### src/rtl/switch_io_pkg.sv
// Shared types and helpers for the switch I/O controller.
package switch_io_pkg;

    // Request handshake states.
    typedef enum logic [1:0] {
        IDLE         = 2'd0,
        WAIT_PRESS   = 2'd1,
        WAIT_RELEASE = 2'd2
    } state_t;

    // Operation latched at request acceptance.
    typedef enum logic {
        OP_IN  = 1'b0,
        OP_OUT = 1'b1
    } op_t;

    // Width of a channel index; never below one bit so a single channel still has a port.
    function automatic int ch_idx_w(input int num_ch);
        return (num_ch > 1) ? $clog2(num_ch) : 1;
    endfunction

endpackage

### src/rtl/switch_io_ctrl_debounce.sv
// Synchroniser, debouncer and rising-edge pulse for the raw enter button.
module button_debounce #(
    parameter int SYNC_STAGES = 2,
    parameter int DEB_CYCLES  = 16
) (
    input  logic clock,
    input  logic reset_n,
    input  logic raw,
    output logic level,
    output logic rise
);

    // Counter only has to reach DEB_CYCLES-1.
    localparam int CNT_W = (DEB_CYCLES > 1) ? $clog2(DEB_CYCLES) : 1;

    logic [SYNC_STAGES-1:0] r_sync;
    logic [CNT_W-1:0]       r_cnt;
    logic                   r_db;
    logic                   r_rise;
    logic                   w_enter_s;
    logic                   w_differs;
    logic                   w_flip;

    assign w_enter_s = r_sync[SYNC_STAGES-1];
    assign w_differs = (w_enter_s != r_db);
    // A level change is accepted only once it has been seen on DEB_CYCLES consecutive edges.
    assign w_flip    = w_differs && (r_cnt == CNT_W'(DEB_CYCLES - 1));

    // Shift the asynchronous button through the synchroniser chain.
    always_ff @(posedge clock or negedge reset_n) begin
        if (!reset_n) begin
            r_sync <= '0;
        end else begin
            r_sync <= {r_sync[SYNC_STAGES-2:0], raw};
        end
    end

    // Count consecutive disagreeing cycles; any agreement restarts the count.
    always_ff @(posedge clock or negedge reset_n) begin
        if (!reset_n) begin
            r_cnt <= '0;
            r_db  <= 1'b0;
        end else if (!w_differs) begin
            r_cnt <= '0;
        end else if (w_flip) begin
            r_cnt <= '0;
            r_db  <= ~r_db;
        end else begin
            r_cnt <= r_cnt + CNT_W'(1);
        end
    end

    // Rise pulse is registered alongside the debounced level, so it is high in the
    // first cycle the debounced level reads 1.
    always_ff @(posedge clock or negedge reset_n) begin
        if (!reset_n) begin
            r_rise <= 1'b0;
        end else begin
            r_rise <= w_flip && !r_db;
        end
    end

    assign level = r_db;
    assign rise  = r_rise;

endmodule

### src/rtl/switch_io_ctrl.sv
// Switch input / display output controller: one confirmed operation per enter press.
module switch_io_ctrl
    import switch_io_pkg::*;
#(
    parameter int DATA_W      = 18,
    parameter int NUM_CH      = 2,
    parameter int SYNC_STAGES = 2,
    parameter int DEB_CYCLES  = 16
) (
    input  logic                           clock,
    input  logic                           reset_n,
    input  logic [NUM_CH*DATA_W-1:0]       entrada,
    input  logic [ch_idx_w(NUM_CH)-1:0]    ch_sel,
    input  logic                           in,
    input  logic                           out,
    input  logic [DATA_W-1:0]              dado_out,
    input  logic                           enter,
    output logic                           sinal,
    output logic [DATA_W-1:0]              valor,
    output logic [DATA_W-1:0]              saida,
    output logic                           aguardando
);

    localparam int CH_W = ch_idx_w(NUM_CH);

    state_t              r_state;
    op_t                 r_op;
    logic [CH_W-1:0]     r_ch;
    logic [DATA_W-1:0]   r_dout;
    logic                r_sinal;
    logic [DATA_W-1:0]   r_valor;
    logic [DATA_W-1:0]   r_saida;
    logic                r_aguardando;

    logic                w_level;
    logic                w_rise;
    logic [CH_W-1:0]     w_req_ch;
    logic [DATA_W-1:0]   w_sel_data;

    button_debounce #(
        .SYNC_STAGES (SYNC_STAGES),
        .DEB_CYCLES  (DEB_CYCLES)
    ) u_debounce (
        .clock   (clock),
        .reset_n (reset_n),
        .raw     (enter),
        .level   (w_level),
        .rise    (w_rise)
    );

    // Out-of-range channel requests fall back to channel 0.
    assign w_req_ch = (int'(ch_sel) >= NUM_CH) ? '0 : ch_sel;

    // Select the latched channel from the live switch bus at confirmation time.
    always_comb begin
        w_sel_data = entrada[DATA_W-1:0];
        for (int c = 1; c < NUM_CH; c++) begin
            if (r_ch == CH_W'(c)) begin
                w_sel_data = entrada[c*DATA_W +: DATA_W];
            end
        end
    end

    // Request FSM: accept in IDLE, complete on a debounced press, re-arm after release.
    always_ff @(posedge clock or negedge reset_n) begin
        if (!reset_n) begin
            r_state      <= IDLE;
            r_op         <= OP_IN;
            r_ch         <= '0;
            r_dout       <= '0;
            r_sinal      <= 1'b0;
            r_valor      <= '0;
            r_saida      <= '0;
            r_aguardando <= 1'b0;
        end else begin
            r_sinal <= 1'b0;
            case (r_state)
                IDLE: begin
                    // IN wins when both requests are raised together.
                    if (in) begin
                        r_op         <= OP_IN;
                        r_ch         <= w_req_ch;
                        r_aguardando <= 1'b1;
                        r_state      <= WAIT_PRESS;
                    end else if (out) begin
                        r_op         <= OP_OUT;
                        r_dout       <= dado_out;
                        r_aguardando <= 1'b1;
                        r_state      <= WAIT_PRESS;
                    end
                end
                WAIT_PRESS: begin
                    // Only a fresh 0->1 of the debounced button confirms; a held button never does.
                    if (w_rise) begin
                        if (r_op == OP_IN) begin
                            r_valor <= w_sel_data;
                        end else begin
                            r_saida <= r_dout;
                        end
                        r_sinal      <= 1'b1;
                        r_aguardando <= 1'b0;
                        r_state      <= WAIT_RELEASE;
                    end
                end
                WAIT_RELEASE: begin
                    // Hold off new requests until the button is seen released.
                    if (!w_level) begin
                        r_state <= IDLE;
                    end
                end
                default: begin
                    r_state <= IDLE;
                end
            endcase
        end
    end

    assign sinal      = r_sinal;
    assign valor      = r_valor;
    assign saida      = r_saida;
    assign aguardando = r_aguardando;

endmodule

### config.mk
export PLATFORM = sky130hd
export DESIGN_NAME = switch_io_ctrl
export DESIGN_NICKNAME = d
export VERILOG_FILES = /design/src/rtl/switch_io_pkg.sv /design/src/rtl/switch_io_ctrl_debounce.sv /design/src/rtl/switch_io_ctrl.sv
export SDC_FILE = /design/constraint.sdc
export NUM_CORES = 1
export LEC_CHECK = 0
export BUFFER_PORTS_ARGS = -buffer_cell sky130_fd_sc_hd__buf_2
export CORE_UTILIZATION = 53
export DETAILED_ROUTE_END_ITERATION = 6
export HOLD_SLACK_MARGIN = 0.1
export PLACE_DENSITY_LB_ADDON = 0.12
export SLEW_MARGIN = 20
export SYNTH_ARGS = -nofsm -noshare
export SYNTH_HDL_FRONTEND = slang
export SYNTH_HIERARCHICAL = 1
export SYNTH_SLANG_ARGS = --single-unit
### constraint.sdc
create_clock -name clock -period 4.2 [get_ports clock]
set_clock_uncertainty 0.05 [all_clocks]
set_input_delay 0.63 -clock clock [delete_from_list [all_inputs] [get_ports clock]]
set_output_delay 0.63 -clock clock [all_outputs]
set_load 0.05 [all_outputs]
* Word level (Yosys, flattened, before mapping) *
Index checks and enable logic that the tools add are counted.

storage, ports and cells
  register bits = 68
  input port bits = 60
  output and inout bits = 38
  logic and storage cells = 52

cells by class
  $add $sub $neg = 1
  equal/unequal tests = 7
  mux-type cells = 15
  bitwise operators = 3
  reductions and logical operators = 14

operators by type and width
  operator                                                                  number
  18-bit 2-to-1 mux                                                         1
  3-bit AND reduction                                                       5
  2-bit 2-to-1 mux                                                          4
  4-bit 2-to-1 mux                                                          2
  1-bit 2-to-1 mux                                                          6
  2-bit case mux with 3 select lines                                        1
  2-bit AND reduction                                                       3
  4-bit by 1-bit adder with 4-bit output (second input constant)            1
  4-bit equality test (second input constant)                               1
  2-bit nonzero test                                                        2
  3-bit inequality test (second input constant)                             1
  1-bit inverter                                                            3
  2-bit by 1-bit equality test with 1-bit output (second input constant)    1
  2-bit equality test (second input constant)                               1
  1-bit logical AND                                                         2
  2-bit logical NOT                                                         1
  2-bit by 1-bit inequality test with 1-bit output (second input constant)  1
  2-bit inequality test (second input constant)                             1
  1-bit case mux with 2 select lines                                        1
  1-bit logical NOT                                                         1
  1-bit inequality test                                                     1

* Logic depth before layout (Yosys ltp) *
Gate-level depths: netlist of the first run.

  depth in word-level cells = 4
  mapped depth = 6
  depth with buffers taken out = 3

* Modules after synthesis *
Netlist of the first run, hierarchy kept.

by module, submodules not included
  module           times used  cells each  area an instance (µm²)  seq. area each (µm²)
  switch_io_ctrl   1           178         2444.8                  1501.4
  button_debounce  1           20          302.8                   200.2

* Worst setup path after synthesis of the first run *
No wires, ideal clock.

  kind = input to register
  start = in in
  end = reg r_dout[10]
  library setup time = 125 ps
  arrival time = 1607 ps
  required time = 4025 ps
  setup slack = 2419 ps
  cell stages on the path = 3
  path buffers = 1
  path through = nor4b_4 > buf_6 > mux2_2

between the ends
  word-level cells in the longest chain between the ends = 2

ends and longest elaborated chain
  what                                  RTL line              source
  start: declaration                    switch_io_ctrl.sv:14  input logic in,
  1-bit inverter (no source line)       n/a
  3-bit AND reduction (no source line)  n/a
  end signal: assignment                switch_io_ctrl.sv:87  r_dout <= dado_out;
  end: declaration                      switch_io_ctrl.sv:29  logic [DATA_W-1:0] r_dout;

Every way passes these cells.
A chain may end at the register's enable or synchronous reset.

* Worst setup path after layout of the first run *
  start = reg r_saida[2], in the netlist saida[2]
  end = out saida[2]

RTL lines
  what                      RTL line              source
  start: declaration        switch_io_ctrl.sv:32  logic [DATA_W-1:0] r_saida;
  start signal: assignment  switch_io_ctrl.sv:98  r_saida <= r_dout;
  end: declaration          switch_io_ctrl.sv:20  output logic [DATA_W-1:0] saida,

No word-level cell between the ends.

==> impl_metrics.env, run 1 <==
export IMPL_status="complete, no violations"
export IMPL_fp_coreArea_um2=4850
export IMPL_yosysTopAreaCellShare_pct=61.9
export IMPL_total_power_mw=1.28
export IMPL_grt_overflow=0
export IMPL_root_buffer="clkbuf_8"
export IMPL_reg2reg_to="r_dout[7]"
export IMPL_finalCriticalPeriod_ns=1.64
export IMPL_cp_top_family="flip-flops"
export IMPL_r2r_start="r_state[1]"
export IMPL_placed_area_um2=3290
export IMPL_synthAdderAreaFrac_pct=0.455
export IMPL_async_flop_share_pct=100
export IMPL_clk_latency_ns=0.33
export IMPL_grt_pass1_vias=1746
export IMPL_leakage_nw=1.74
export IMPL_slew_headroom_pct=36.8
export IMPL_final_cell_mix="buf_2 (97), dfrtp_1 (68), mux2_2 (37)"
export IMPL_rsz0062_at_grt="no"
export IMPL_viasPerCell=4.96
export IMPL_routed_wl_um=4930
export IMPL_setup_viol=0
export IMPL_syn_area_um2=2750
export IMPL_postCtsHoldBufs=0
export IMPL_synth_ff_type="dfrtp_1"
export IMPL_place_gp_congestion=0.712
export IMPL_synthMuxAreaShare_pct=22.3
export IMPL_ant_nets=0
export IMPL_drt_iter0_drc=60
export IMPL_critPathLaunch="saida[2]"
export IMPL_diodes=0
export IMPL_design_area_um2=3490
export IMPL_floorplan_initialDensity_pct=56.7
export IMPL_ys_top_cells_by_area="dfrtp_1 (62%), mux2_2 (15%), mux2i_1 (6.6%), a21oi_1 (3.8%), nor2_1 (3.0%)"
export IMPL_syn_area_per_cell_um2=13.9
export IMPL_period_share_pct=39.0
export IMPL_slowest_delay_ns=0.36
export IMPL_firstDrtPassIters=4
export IMPL_dieArea_um2=5480
export IMPL_worstMarginPinSlew_ns=0.948
export IMPL_power_density_nw_per_um2=366
export IMPL_yosys_warnings=6
export IMPL_vias=1836
export IMPL_cp_endpoint="saida[2]"
export IMPL_cp_slowest_cell="dfrtp_1"
export IMPL_cp_arrival_ns=0.96
export IMPL_wire_per_inst_um=13.3
export IMPL_syn_inst=198
export IMPL_cts_tree="done"
export IMPL_grt_pass1_wl_um=7940
export IMPL_antenna_found_initial=0
export IMPL_grt_max_degree=50
export IMPL_critPathMaxFanout=2
export IMPL_post_cts_buffers=0
export IMPL_ios=98
export IMPL_path_depth=1
export IMPL_rr_worst_depth=3
export IMPL_synth_top_family_by_area="multiplexers"
export IMPL_dp_hpwl_um=3580
export IMPL_ys_ff_latch=68
export IMPL_rows=25
export IMPL_crit_chain="buf_2"
export IMPL_endpoint_kind="output pin"
export IMPL_max_cap_viol_count=0
export IMPL_syn2layout_area_growth_pct=26.9
export IMPL_vdd_drop_max_mv=0.306
export IMPL_min_path_type="in -> async"
export IMPL_yosys_area_share_simple_pct=6.42
export IMPL_synth_edf_count=0
export IMPL_r2r_setup_slack_ns=2.58
export IMPL_cts_sinks=68
export IMPL_startpoint_type="flop"
export IMPL_synthXorXnorAreaFrac_pct=0.638
export IMPL_final_max_slew_viol_count=0
export IMPL_max_freq_mhz=611
export IMPL_mostFrequentLayoutCell="buf_2"
export IMPL_finalHoldViolations=0
export IMPL_synth_compound_area_share_pct=5.51
export IMPL_ys_types=26
export IMPL_seq_area_frac_synth_pct=61.9
export IMPL_cp_required_ns=3.52
export IMPL_drive_gt1_share_pct=52.1
export IMPL_path_buf_inv=1
export IMPL_die_w_um=74
export IMPL_syn_nets=259
export IMPL_synth_top_cell_by_area="dfrtp_1"
export IMPL_path_class="reg -> out"
export IMPL_fill_cells=350
export IMPL_cts_made_buffers=9
export IMPL_track_usage_pct=20.0
export IMPL_clock_path_buffers=2
export IMPL_cts_resized=0
export IMPL_cts_htree_levels=3
export IMPL_nets=360
export IMPL_drc=0
export IMPL_clkTransAtPathRegs_ns=0.07
export IMPL_fin_setup_tns_ns=0
export IMPL_die_h_um=74
export IMPL_portBuffers=97
export IMPL_whs_ns=0.180
logic make-up after synthesis:
kind of cell | after synthesis
xor gates and xnor gates | 2
buffers and inverters | 12
muxes | 56
DFF | 68
adders and majority gates | 1
AOI/OAI and AO/OA | 27
and+or+nand+nor | 32
metal layers:
layer	routed length, um	global-route usage, %	share of wire (%)
met5	0	0	0
met4	55	9.19	1.1
met3	334	6.37	6.8
met2	2280	30.4	46
met1	2250	26.5	46
worst min path at each step:
stage,startpoint,end,cells past startpoint
after CTS,reset_n,saida[14],1
after floorplan,reset_n,aguardando,0
after detailed placement,u_debounce/r_sync[0],u_debounce/r_sync[1],0
after global routing,reset_n,saida[14],1
final,reset_n,r_dout[8],1
after global placement,u_debounce/r_sync[0],u_debounce/r_sync[1],0
cells in the mapped netlist, types with 2 or more instances:
cell type  number
a21oi_1        21
buf_2           7
buf_6           3
dfrtp_1        68
inv_1           2
mux2_2         37
mux2i_1        18
nor2_1         22
nor3b_1         2
xnor2_1         2
where the power goes:
group	internal (mW)	leakage (nW)	total (mW)	switching (mW)
registers	0.669	0.831	0.681	0.0118
clock network	0.302	0.105	0.526	0.224
logic	0.0384	0.807	0.0682	0.0298
total	1.01	1.74	1.28	0.266
state kept, by name, indices dropped and copies added (netlist names):
name,count
sinal,1
u_debounce/level,1
u_debounce/rise,1
u_debounce/r_sync,2
aguardando,1
u_debounce/r_cnt,4
r_ch,1
r_dout,18
valor,18
r_op,1
saida,18
r_state,2
metrics by stage:
stage	util (%)	cells	setup slack, ns
after floorplan	-	198	2.42
after global placement	67.8	355	2.39
after detailed placement	67.8	355	2.36
after CTS	71.9	370	2.54
after global routing	71.9	370	2.50
final	71.9	370	2.56
layout make-up:
class	instances	area (um^2)	share of cell area, %
inverters	2	7.51	0.215
repair buffers	100	508	14.6
multi-input cells	118	985	28.2
well taps	67	83.8	2.40
clock inverters	4	48.8	1.40
clock buffers	11	151	4.34
flip-flops and latches	68	1700	48.8
Note: power is estimated with default switching activity, not from simulation.
==> inputs of run 2 (changes only) <==
--- a/config.mk
+++ b/config.mk
@@ -6,7 +6,7 @@
 export NUM_CORES = 1
 export LEC_CHECK = 0
 export BUFFER_PORTS_ARGS = -buffer_cell sky130_fd_sc_hd__buf_2
-export CORE_UTILIZATION = 53
+export CORE_UTILIZATION = 49
 export DETAILED_ROUTE_END_ITERATION = 6
 export HOLD_SLACK_MARGIN = 0.1
 export PLACE_DENSITY_LB_ADDON = 0.12
==> constraint.sdc (replaced) <==
create_clock -name clock -period 1.6 [get_ports clock]
set_clock_uncertainty 0.05 [all_clocks]
set_input_delay 0.24 -clock clock [delete_from_list [all_inputs] [get_ports clock]]
set_output_delay 0.24 -clock clock [all_outputs]
set_load 0.05 [all_outputs]
==> run 2 against run 1 <==
Utilization is 0.062 points lower. Hold slack worse by 0.064 ns. Cell count grew 7.6%. Flip-flop and latch count unchanged. Clock power grew to 2.9 times the previous value. Clock-buffer cell count unchanged. Non-clock buffer count rose by 24. First-iteration DRC count is 27% higher. Wire length rose by 8.0%. Total power grew to 2.8 times the previous value. Final area up 7.9%. Critical path type is now reg -> reg. Highest routed layer unchanged.
==> impl_metrics.env, run 2 (synthesis gave the netlist of run 1 again) <==
export IMPL_power_density_nw_per_um2=943
export IMPL_wire_per_inst_um=13.4
export IMPL_grt_pass1_wl_um=8980
export IMPL_slowest_delay_ns=0.43
export IMPL_track_usage_pct=19.9
export IMPL_placement_setup_worst_slack_ns=0.113
export IMPL_grt_max_degree=69
export IMPL_critPathMaxFanout=18
export IMPL_diodes=0
export IMPL_root_buffer="clkbuf_8"
export IMPL_leakage_nw=1.86
export IMPL_multi_input_area_um2=985
export IMPL_seqCellArea_um2=1700
export IMPL_max_freq_mhz=678
export IMPL_rsz0062_at_grt="no"
export IMPL_path_class="reg -> reg"
export IMPL_die_w_um=76.9
export IMPL_rr_worst_depth=5
export IMPL_syn2layout_area_growth_pct=36.9
export IMPL_fp_coreArea_um2=5240
export IMPL_grt_pass1_vias=1965
export IMPL_cp_arrival_ns=1.68
export IMPL_cp_slowest_cell="dfrtp_2"
export IMPL_status="complete, no violations"
export IMPL_dieArea_um2=5910
export IMPL_mostFrequentLayoutCell="buf_2"
export IMPL_floorplan_initialDensity_pct=52.5
export IMPL_cpMostUsedCell="buf_4"
export IMPL_die_h_um=76.9
export IMPL_drive_gt1_share_pct=49.7
export IMPL_setup_viol=0
export IMPL_cts_sinks=68
export IMPL_vias=1928
export IMPL_grt_overflow=0
export IMPL_cts_resized=0
export IMPL_ant_nets=0
export IMPL_min_path_type="in -> reg"
export IMPL_viasPerCell=4.84
export IMPL_internal_power_mw=2.81
export IMPL_slew_headroom_pct=75.0
export IMPL_cp_required_ns=1.80
export IMPL_grtUsageMet1_pct=24.8
export IMPL_vdd_drop_max_mv=0.708
export IMPL_total_power_mw=3.55
export IMPL_rows=26
export IMPL_drc=0
export IMPL_portBuffers=97
export IMPL_hold_depth=2
export IMPL_final_cell_mix="buf_2 (97), dfrtp_1 (67), mux2_2 (37)"
export IMPL_place_gp_congestion=0.790
export IMPL_clock_path_buffers=2
export IMPL_cts_htree_levels=3
export IMPL_firstDrtPassIters=4
export IMPL_max_cap_viol_count=0
export IMPL_clk_latency_ns=0.33
export IMPL_p_sw_uw=741
export IMPL_finalCriticalPeriod_ns=1.47
export IMPL_grt_use_met2_pct=32.1
export IMPL_ios=98
export IMPL_combPwrFrac_pct=6.6
export IMPL_power_frac_seq_pct=50.2
export IMPL_postCtsHoldBufs=20
export IMPL_gr_usage_met3_pct=5.48
export IMPL_drt_iter0_drc=76
export IMPL_period_share_pct=92.2
export IMPL_clockPowerShare_pct=43.3
export IMPL_path_depth=5
export IMPL_routed_wl_um=5320
export IMPL_antenna_found_initial=0
export IMPL_grt_busiest_layer="met2"
export IMPL_switching_share_pct=20.9
export IMPL_nets=384
export IMPL_clkTransAtPathRegs_ns=0.07
export IMPL_fill_cells=368
export IMPL_final_max_slew_viol_count=0
export IMPL_post_cts_buffers=0
export IMPL_startpoint_type="flop"
export IMPL_worst_slack_ns=0.125
export IMPL_endpoint_kind="flop"
export IMPL_worstMarginPinSlew_ns=0.373
export IMPL_crit_chain="buf_4 > nor4bb_4 > buf_4 > nor2_1 > a21oi_1"
export IMPL_cp_top_family="flip-flops"
export IMPL_cts_tree="done"
export IMPL_dp_hpwl_um=3580
export IMPL_cts_made_buffers=9
export IMPL_path_buf_inv=2
export IMPL_finalHoldViolations=0
run 2: cell count changes in the layout (fill, tap and decap cells not counted), sizes merged:
cell,before,now
dlygate4sd3,0,20
bufinv,1,2
buf,100,104
run 2: final cells by class:
class                           count  area share [%]
Clock inverter                      5            2.00
Clock buffer                       11            3.76
Timing Repair Buffer              124            20.3
Tap cell                           70            2.33
Multi-Input combinational cell    118            26.2
Inverter                            2           0.200
Sequential cell                    68            45.3
run 2: worst paths after layout:
check | endpoint | slack (ns) | from
worst max-delay path | valor[4] | 0.13 | r_state[1]
worst min-delay path | r_dout[16] | 0.12 | dado_out[16]
max in group asynchronous | r_state[1] | 0.79 | reset_n
worst min register to register | u_debounce/r_sync[1] | 0.30 | u_debounce/r_sync[0]
worst max register to register | valor[4] | 0.13 | r_state[1]
min in group asynchronous | saida[9] | 0.42 | reset_n
run 2: power by group through the flow:
| stage | combinational (mW) | sequential (mW) | clock [mW] |
|---|---|---|---|
| after floorplan | 0.0734 | 1.81 | 0 |
| after global placement | 0.194 | 1.81 | 0 |
| after detailed placement | 0.198 | 1.81 | 0 |
| after CTS | 0.237 | 1.78 | 1.57 |
| after global routing | 0.262 | 1.78 | 1.64 |
| final | 0.233 | 1.78 | 1.53 |
run 2: worst register-to-register path, stage by stage, from the launching register on:
cell,delay (ns)
dfrtp_2,0.43
buf_4,0.16
nor4bb_4,0.31
buf_4,0.26
nor2_1,0.06
a21oi_1,0.13
run 2: through the flow:
stage | hold slack, ns | TNS [ns] | utilization, % | cell area (um^2) | cells
floorplan | -0.106 | -0.526 | - | 2750 | 198
finish | 0.115 | 0 | 71.8 | 3760 | 398
CTS | 0.105 | 0 | 71.8 | 3760 | 398
detailed placement | 0.238 | 0 | 63.9 | 3350 | 362
global route | 0.108 | 0 | 71.8 | 3760 | 398
global placement | 0.240 | 0 | 63.9 | 3350 | 362
run 2: metal layers:
metal  vias to the layer above  wire [um]
met5                         -          0
met4                         0         95
met3                        11        323
met2                        70       2530
met1                       900       2370
li1                        947          -
